### src/rtl/mem_stage.sv
// Memory-access stage: data-memory req/ack handshake with timeout, byte-lane steering, load alignment/extension, MEM/WB register.
// Optional MISALIGN_TRAP_EN: misaligned H/W accesses skip the bus and retire with o_trap=1.
module mem_stage #(
   parameter int         XLEN    = 32,
   parameter logic [3:0] ACK_TMO = 4'd15
) (
   input  logic            i_clk,
   input  logic            i_rst_n,
   input  logic            i_vld,
   input  logic [XLEN-1:0] i_res,
   input  logic            i_mem_rd,
   input  logic            i_mem_wr,
   input  logic [2:0]      i_funct3,
   input  logic            i_flush,
   input  logic [4:0]      i_rd_waddr,
   input  logic            i_rd_wen,
   input  logic [XLEN-1:0] i_inst,
   input  logic [XLEN-1:0] i_pc,
   input  logic [XLEN-1:0] i_nxt_pc,
   input  logic [4:0]      i_rs1_raddr,
   input  logic [4:0]      i_rs2_raddr,
   input  logic [XLEN-1:0] i_rs1_rdata,
   input  logic [XLEN-1:0] i_rs2_rdata,
   output logic            o_dmem_req,
   output logic [XLEN-1:0] o_dmem_addr,
   output logic            o_dmem_wen,
   output logic [3:0]      o_dmem_mask,
   output logic [XLEN-1:0] o_dmem_wdata,
   input  logic            i_dmem_ack,
   input  logic [XLEN-1:0] i_dmem_rdata,
   output logic            o_stall,
   output logic            o_mem_reg,
   output logic [XLEN-1:0] o_dmem_rdata,
   output logic [XLEN-1:0] o_res,
   output logic            o_vld,
   output logic [4:0]      o_rd_waddr,
   output logic            o_rd_wen,
   output logic [XLEN-1:0] o_inst,
   output logic [XLEN-1:0] o_pc,
   output logic [XLEN-1:0] o_nxt_pc,
   output logic [4:0]      o_rs1_raddr,
   output logic [4:0]      o_rs2_raddr,
   output logic [XLEN-1:0] o_rs1_rdata,
   output logic [XLEN-1:0] o_rs2_rdata
`ifdef MISALIGN_TRAP_EN
   ,
   output logic            o_trap
`endif
);

   // state  | meaning
   // IDLE   | no access outstanding; request follows memop combinationally
   // WAIT   | request held, waiting for ack or timeout
   localparam logic [0:0] S_IDLE = 1'b0;
   localparam logic [0:0] S_WAIT = 1'b1;

   logic [0:0]      state;
   logic [3:0]      tmo_cnt;
   logic [1:0]      a_lo;
   logic            misalign;
   logic            memop;
   logic            in_wait;
   logic            abandon;
   logic            req_int;
   logic            stall_int;
   logic            wb_vld;
   logic [1:0]      rd_sh;
   logic [3:0]      mask_int;
   logic [XLEN-1:0] wdata_int;
   logic [XLEN-1:0] rd_shifted;
   logic [XLEN-1:0] ld_data;

   assign a_lo = i_res[1:0];

`ifdef MISALIGN_TRAP_EN
   assign misalign = i_vld & (i_mem_rd | i_mem_wr) &
                     (((i_funct3[1:0] == 2'b01) & a_lo[0]) |
                      ((i_funct3[1:0] == 2'b10) & (a_lo != 2'b00)));
`else
   assign misalign = 1'b0;
`endif

   assign memop   = i_vld & (i_mem_rd | i_mem_wr) & ~misalign;
   assign in_wait = (state == S_WAIT);
   // tmo_cnt equals the number of the current WAIT cycle, so the last one is ACK_TMO
   assign abandon   = in_wait & ~i_dmem_ack & (tmo_cnt == ACK_TMO);
   assign req_int   = in_wait | memop;
   assign stall_int = in_wait ? (~i_dmem_ack & ~abandon) : (memop & ~i_dmem_ack);
   assign wb_vld    = i_vld & ~i_flush & ~abandon & ~stall_int;

   always_ff @(posedge i_clk) begin
      if (!i_rst_n) begin
         state   <= S_IDLE;
         tmo_cnt <= 4'd0;
      end else begin
         case (state)
            S_IDLE: begin
               if (memop && !i_dmem_ack) begin
                  state   <= S_WAIT;
                  tmo_cnt <= 4'd1;
               end
            end
            default: begin
               if (i_dmem_ack || abandon) begin
                  state   <= S_IDLE;
                  tmo_cnt <= 4'd0;
               end else begin
                  tmo_cnt <= tmo_cnt + 4'd1;
               end
            end
         endcase
      end
   end

   always_comb begin
      mask_int  = 4'b1111;
      wdata_int = i_rs2_rdata;
      rd_sh     = 2'b00;
      case (i_funct3[1:0])
         2'b00: begin
            rd_sh     = a_lo;
            wdata_int = {4{i_rs2_rdata[7:0]}};
            if (i_mem_wr) mask_int = 4'b0001 << a_lo;
         end
         2'b01: begin
            rd_sh     = {a_lo[1], 1'b0};
            wdata_int = {2{i_rs2_rdata[15:0]}};
            if (i_mem_wr) mask_int = 4'b0011 << {a_lo[1], 1'b0};
         end
         default: ;
      endcase
      rd_shifted = i_dmem_rdata >> {rd_sh, 3'b000};
      case (i_funct3)
         3'b000:  ld_data = {{24{rd_shifted[7]}}, rd_shifted[7:0]};
         3'b001:  ld_data = {{16{rd_shifted[15]}}, rd_shifted[15:0]};
         3'b100:  ld_data = {24'd0, rd_shifted[7:0]};
         3'b101:  ld_data = {16'd0, rd_shifted[15:0]};
         default: ld_data = i_dmem_rdata;
      endcase
   end

   assign o_dmem_req   = i_rst_n & req_int;
   assign o_stall      = i_rst_n & stall_int;
   assign o_dmem_wen   = i_rst_n & i_mem_wr;
   assign o_dmem_addr  = {XLEN{i_rst_n}} & {i_res[XLEN-1:2], 2'b00};
   assign o_dmem_mask  = {4{i_rst_n}} & mask_int;
   assign o_dmem_wdata = {XLEN{i_rst_n}} & wdata_int;

   always_ff @(posedge i_clk) begin
      if (!i_rst_n) begin
         o_mem_reg    <= 1'b0;
         o_dmem_rdata <= '0;
         o_res        <= '0;
         o_vld        <= 1'b0;
         o_rd_waddr   <= '0;
         o_rd_wen     <= 1'b0;
         o_inst       <= '0;
         o_pc         <= '0;
         o_nxt_pc     <= '0;
         o_rs1_raddr  <= '0;
         o_rs2_raddr  <= '0;
         o_rs1_rdata  <= '0;
         o_rs2_rdata  <= '0;
`ifdef MISALIGN_TRAP_EN
         o_trap       <= 1'b0;
`endif
      end else begin
         o_mem_reg    <= i_mem_rd;
         o_dmem_rdata <= ld_data;
         o_res        <= i_res;
         o_vld        <= wb_vld;
         o_rd_waddr   <= i_rd_waddr;
         o_rd_wen     <= wb_vld & i_rd_wen & ~misalign;
         o_inst       <= i_inst;
         o_pc         <= i_pc;
         o_nxt_pc     <= i_nxt_pc;
         o_rs1_raddr  <= i_rs1_raddr;
         o_rs2_raddr  <= i_rs2_raddr;
         o_rs1_rdata  <= i_rs1_rdata;
         o_rs2_rdata  <= i_rs2_rdata;
`ifdef MISALIGN_TRAP_EN
         o_trap       <= wb_vld & misalign;
`endif
      end
   end

endmodule
### config.mk
export PLATFORM = sky130hd
export DESIGN_NAME = mem_stage
export DESIGN_NICKNAME = d
export VERILOG_FILES = /design/src/rtl/mem_stage.sv
export SDC_FILE = /design/constraint.sdc
export NUM_CORES = 1
export LEC_CHECK = 0
export CORE_AREA = 10 10 208 210
export DETAILED_ROUTE_END_ITERATION = 12
export DIE_AREA = 0 0 218 220
export SLEW_MARGIN = 40
export SYNTH_ARGS = -nofsm -noshare
export SYNTH_HDL_FRONTEND = slang
export SYNTH_SLANG_ARGS = --single-unit
### constraint.sdc
create_clock -name i_clk -period 1.9 [get_ports i_clk]
set_input_delay 0.38 -clock i_clk [delete_from_list [all_inputs] [get_ports i_clk]]
set_output_delay 0.38 -clock i_clk [all_outputs]
set_load 0.05 [all_outputs]
### Word-level counts from Yosys, hierarchy flattened

Cells that the tools add are included.
W data, S select, Z words.

* flip-flop bits (word level): 247
* input bits: 250
* output and inout bits: 313

* add/subtract/negate cells: 1
* equality and inequality tests: 5
* shifts and indexed selects: 3
* mux-type cells: 13
* bitwise gates (word level): 21
* reduce and logical (&&, ||, !) cells: 6

Operators by type and width (count)
* $pmux W32 S4: 1
* $and A32 B32 Y32: 2
* $pmux W32 S2: 1
* $shr A32 B5 Y16: 1
* $mux W4: 5
* $and A1 B1 Y1: 12
* $pmux W4 S2: 1
* $eq A3 B3 Y1 const B: 2
* $add A4 B1 Y4 const B: 1
* $and A4 B4 Y4: 1
* $eq A4 B4 Y1 const B: 1
* $mux W1: 4
* $not A1 Y1: 4
* $pmux W2 S2: 1
* $shl A1 B2 Y4 const A: 1
* $shl A2 B2 Y4 const A: 1
* $eq A3 B1 Y1 const B: 1
* $logic_not A3 Y1: 1
* $eq A2 B1 Y1 const B: 1
* $logic_not A2 Y1: 1
* $or A1 B1 Y1: 2
* $reduce_bool A2 Y1: 1
* $logic_and A1 B1 Y1: 1
* $logic_not A1 Y1: 1
* $logic_or A1 B1 Y1: 1

### Longest topological paths before layout

* depth in word-level cells: 9
* gate-level depth with buffers: 7

### Least setup slack after synthesis

Ideal clock, no wire load.

* path type: input port to output port
* from: in i_funct3[1]
* to: out o_dmem_wdata[18]
* arrival time: 1.945 ns
* required time: 1.520 ns
* slack: -0.425 ns
* stages on the path: 5
* path buffers: 3
* cells stage by stage: buf_6 > clkbuf_1 > buf_1 > mux2i_1 > nor2_1

* cells in the longest elaborated chain, start to end: 3
* elaborated cells on any way between the ends: 4

RTL lines
* start, declared: line 13 `input logic [2:0] i_funct3,`
* $eq A2 B1 Y1 / $logic_not A2 Y1 (equally long branches): line 119 `case (i_funct3[1:0])`
* $pmux W32 S2 *: line 119
* $and A32 B32 Y32 *: line 147 `assign o_dmem_wdata = {XLEN{i_rst_n}} & wdata_int;`
* end, declared: line 28 `output logic [XLEN-1:0] o_dmem_wdata,`

Every way passes the cells marked *; elsewhere a longest branch is shown, timed or not.

### Worst setup path in the final report

* from: reg tmo_cnt[0]
* to: out o_stall

* cells in the longest elaborated chain, start to end: 6

RTL lines
* start, declared: line 58 `logic [3:0] tmo_cnt;`
* start signal, assigned: line 108 `tmo_cnt <= tmo_cnt + 4'd1;`
* $eq A4 B4 Y1: line 86 `assign abandon = in_wait & ~i_dmem_ack & (tmo_cnt == ACK_TMO);`
* $and A1 B1 Y1: line 86
* $not A1 Y1: line 88 `assign stall_int = in_wait ? (~i_dmem_ack & ~abandon) : (memop & ~i_dmem_ack);`
* $and A1 B1 Y1: line 88
* $mux W1: line 88
* $and A1 B1 Y1: line 143 `assign o_stall = i_rst_n & stall_int;`
* end, declared: line 31 `output logic o_stall,`

Every way passes these cells.

==> summary.txt <==
Outcome
  – Status: finished clean

Timing
  – Slew HR: 0.638
  – Max-slew violation count: 0
  – Final Hold Viols: 0
  – Tmin final: around 1.9 ns
  – Final Cycle Share: 0.991
  – RSZ-0062 raised after global routing: yes
  – Highest clock rate: between 500 and 600 MHz
  – Clock Skews: approximately 0.013 ns
  – Worst Tran Pin Value: 0.545 ns
  – TNS Setup: 0 ns
  – Hold WS: 0.147 ns
  – Final setup vio count: 0

CTS
  – CTS tree: yes
  – Clk Latency, worst-skew pair: 0.55 ns
  – Inserted Clock Buffers: 29
  – TritonCTS Sinks: 247
  – Clock buffer depth: 3
  – CTS root buf: clkbuf_16
  – Hold-fix buffers, CTS: 0
  – CTS H-Tree Depth: 1
  – Clock transition at the registers of the reported paths: about 0.060 ns

Yosys
  – Sequential area share after synthesis: 0.605
  – Synth Area in Adders: 0.00153
  – Syn Inst Count: between 700 and 800
  – Cell Area, Synth: between 8000 and 9000 sq um
  – Avg Cell Area, Syn: around 11 sq um
  – Synth Area in Simple Gates: 0.259
  – Largest family of logic cells by synthesized area: simple AND/OR/NAND/NOR gates
  – Post-synthesis async set-or-reset flop share: 0
  – Synth Area in Compound Gates: 0.0631
  – Synth area leaders: dfxtp_1, and2_1, mux2i_1, clkbuf_1, nor2_1
  – Area leader, netlist: dfxtp_1
  – Synth unique cells: 42
  – Ys Warns: 0
  – Yosys top cell area share: 0.605
  – Synth Flop Type: dfxtp_1
  – Number of synthesized register bits: 247
  – Mux share of post-synthesis cell area: 0.0404
  – Post-synthesis xor/xnor area fraction: 0
  – EDFF count, synth: 0

Cells and area
  – Most common library cell in the layout ignoring fill and taps: and2_1
  – Final core utilization: 0.414
  – Commonest non-fill, non-tap cells in the layout: and2_1, dfxtp_1, clkdlybuf4s50_1
  – Post-layout nets: between 1500 and 2000
  – Finished Cell Area: ~16000 sq um
  – Area Growth Syn to Fin: 99.0%
  – Layout Cells excl Fill: slightly below 2000
  – Fraction of layout cells with a size suffix above 1: 0.286

Floorplan
  – Die extent in x: around 220 um
  – Initial Utilization: 0.208
  – Die Y: 220 um
  – Core ar.: a little under 40000 sq um
  – Placement Rows: 73
  – I/O pin count: 563
  – Die Area: approximately 48000 sq um

Pwr
  – Leak: about 7.3 nW
  – Seq pwr share: 0.381
  – Sw Ratio: 0.309
  – PwrDens: approximately 900 nW/um^2
  – Maximum vdd drop: 0.672 mV
  – Internal power: a little over 10 mW
  – Combinational share of power: 0.245
  – Clk pwr share: 0.374
  – Switch Pwr: about 4.5 mW

Global route
  – Met1 Track Usage GR: 0.168
  – First-pass GRT wire length: a little under 60000 um
  – Gr ovfl total: 0
  – Layer with the highest usage: met2
  – Met3 global-route usage: 0.0666
  – Total track usage: 0.166
  – Number of global-route vias before repair: 8196
  – Met2 global-route usage: 0.303
  – Initial antenna violation count: 7
  – Largest net degree at the start of global routing: 82

Place
  – Cells after DPL: about 1900
  – Post-DP HPWL: about 34000 um
  – I/O Buffers: 560
  – Gp weighted congestion: approximately 0.86
  – Post-Place Cell Area: roughly 15000 sq um

Route
  – Wire per inst: 21.9 um
  – Number of DRC markers in iteration 0: 447
  – Vias/cell: ~4
  – Final wirelength: 42400 um
  – Via count: 7727
  – First drt pass iteration count: 4
  – Post-route ant nets: 0
  – DRC: 0

Setup path
  – Crit path max fanout: 2
  – Critical path's top delay family: flip-flops
  – WP data arrival: around 1.5 ns
  – Critical path class: reg2out
  – CP Capture Type: output pin
  – Required @ worst endpoint: approximately 1.5 ns
  – Crit path buffers/inverters: 1
  – Worst path cell trace: ha_4 -> nand4_1 -> and3_4 -> buf_12
  – Startpoint types: register
  – CP max stage delay: 0.36 ns
  – Slowest CP cell: dfxtp_4

Worst hold path
  – Worst Hold Class: in2reg

Job
  – Maxcap violations: 0
-- synthesized netlist by cell type (4+ instances only) --
| cell type | n |
|---|---|
| a21oi_1 | 29 |
| a22o_1 | 7 |
| a22oi_1 | 9 |
| and2_1 | 248 |
| buf_1 | 5 |
| clkbuf_1 | 41 |
| dfxtp_1 | 247 |
| inv_1 | 4 |
| mux2_2 | 4 |
| mux2i_1 | 18 |
| mux4_1 | 4 |
| nand2_1 | 35 |
| nand3_1 | 7 |
| nand3_2 | 10 |
| nor2_1 | 39 |
| nor2b_1 | 7 |
| o211ai_1 | 6 |
| o21ai_0 | 13 |
| o22ai_1 | 6 |
-- final cells by class --
| cell class | count | area, sq um |
|---|---|---|
| fill | 3830 | 23000 |
| clock buffer | 34 | 774 |
| clock inverter | 18 | 158 |
| sequential | 247 | 4950 |
| timing repair buffer | 628 | 6380 |
| antenna | 4 | 10.0 |
| multi-input combinational | 470 | 3310 |
| inverter | 4 | 16.3 |
| tap | 525 | 657 |
-- power groups by stage --
stage,clock (mW),sequential (mW),combinational [mW]
finish,5.46,5.56,3.58
global route,5.86,5.58,3.74
CTS,5.63,5.56,3.62
detailed placement,0,5.68,3.64
global placement,0,5.68,3.63
floorplan,0,6.68,0.857
-- worst paths after layout --
path	cells past startpoint	from	endpoint	slack (ns)
worst min-delay path	2	i_rs2_rdata[13]	o_rs2_rdata[13]$_SDFF_PN0_	0.15
worst max-delay path	4	tmo_cnt[0]$_SDFFE_PN0P_	o_stall	0.02
worst max register to register	5	tmo_cnt[0]$_SDFFE_PN0P_	tmo_cnt[3]$_SDFFE_PN0P_	0.62
worst min register to register	2	tmo_cnt[3]$_SDFFE_PN0P_	tmo_cnt[3]$_SDFFE_PN0P_	0.51
-- repair_timing --
action	in CTS	in global routing
setup endpoints to repair	120	13
resized for setup	131	13
cloned	2	0
setup buffers	6	4
pin swaps	5	8
-- through the flow --
stage	setup slack (ns)	total power [mW]
after CTS	0.00458	14.8
final	0.0164	14.6
after detailed placement	-0.434	9.32
after floorplan	0.00582	7.54
after global routing	-0.0403	15.2
after global placement	-0.388	9.31
-- layer usage --
| metal | vias up | routed length (um) |
|---|---|---|
| met5 | - | 39 |
| met1 | 3597 | 14800 |
| met3 | 56 | 4260 |
| met4 | 6 | 1310 |
| met2 | 345 | 22000 |
| li1 | 3723 | - |
-- kinds of logic after synthesis --
logic type      Yosys count
simple gates            359
mux                      26
compound gates           82
fa+ha+maj                 1
flops                   247
buf+inv                  56
other cells               1
-- worst reg2reg max path: stages (launching register included) --
cell     delay [ns]
dfxtp_4        0.35
ha_4           0.16
buf_4          0.13
a31oi_1        0.29
a31oi_1        0.13
a21oi_1        0.15
Note: power is estimated with default switching activity, not from simulation.
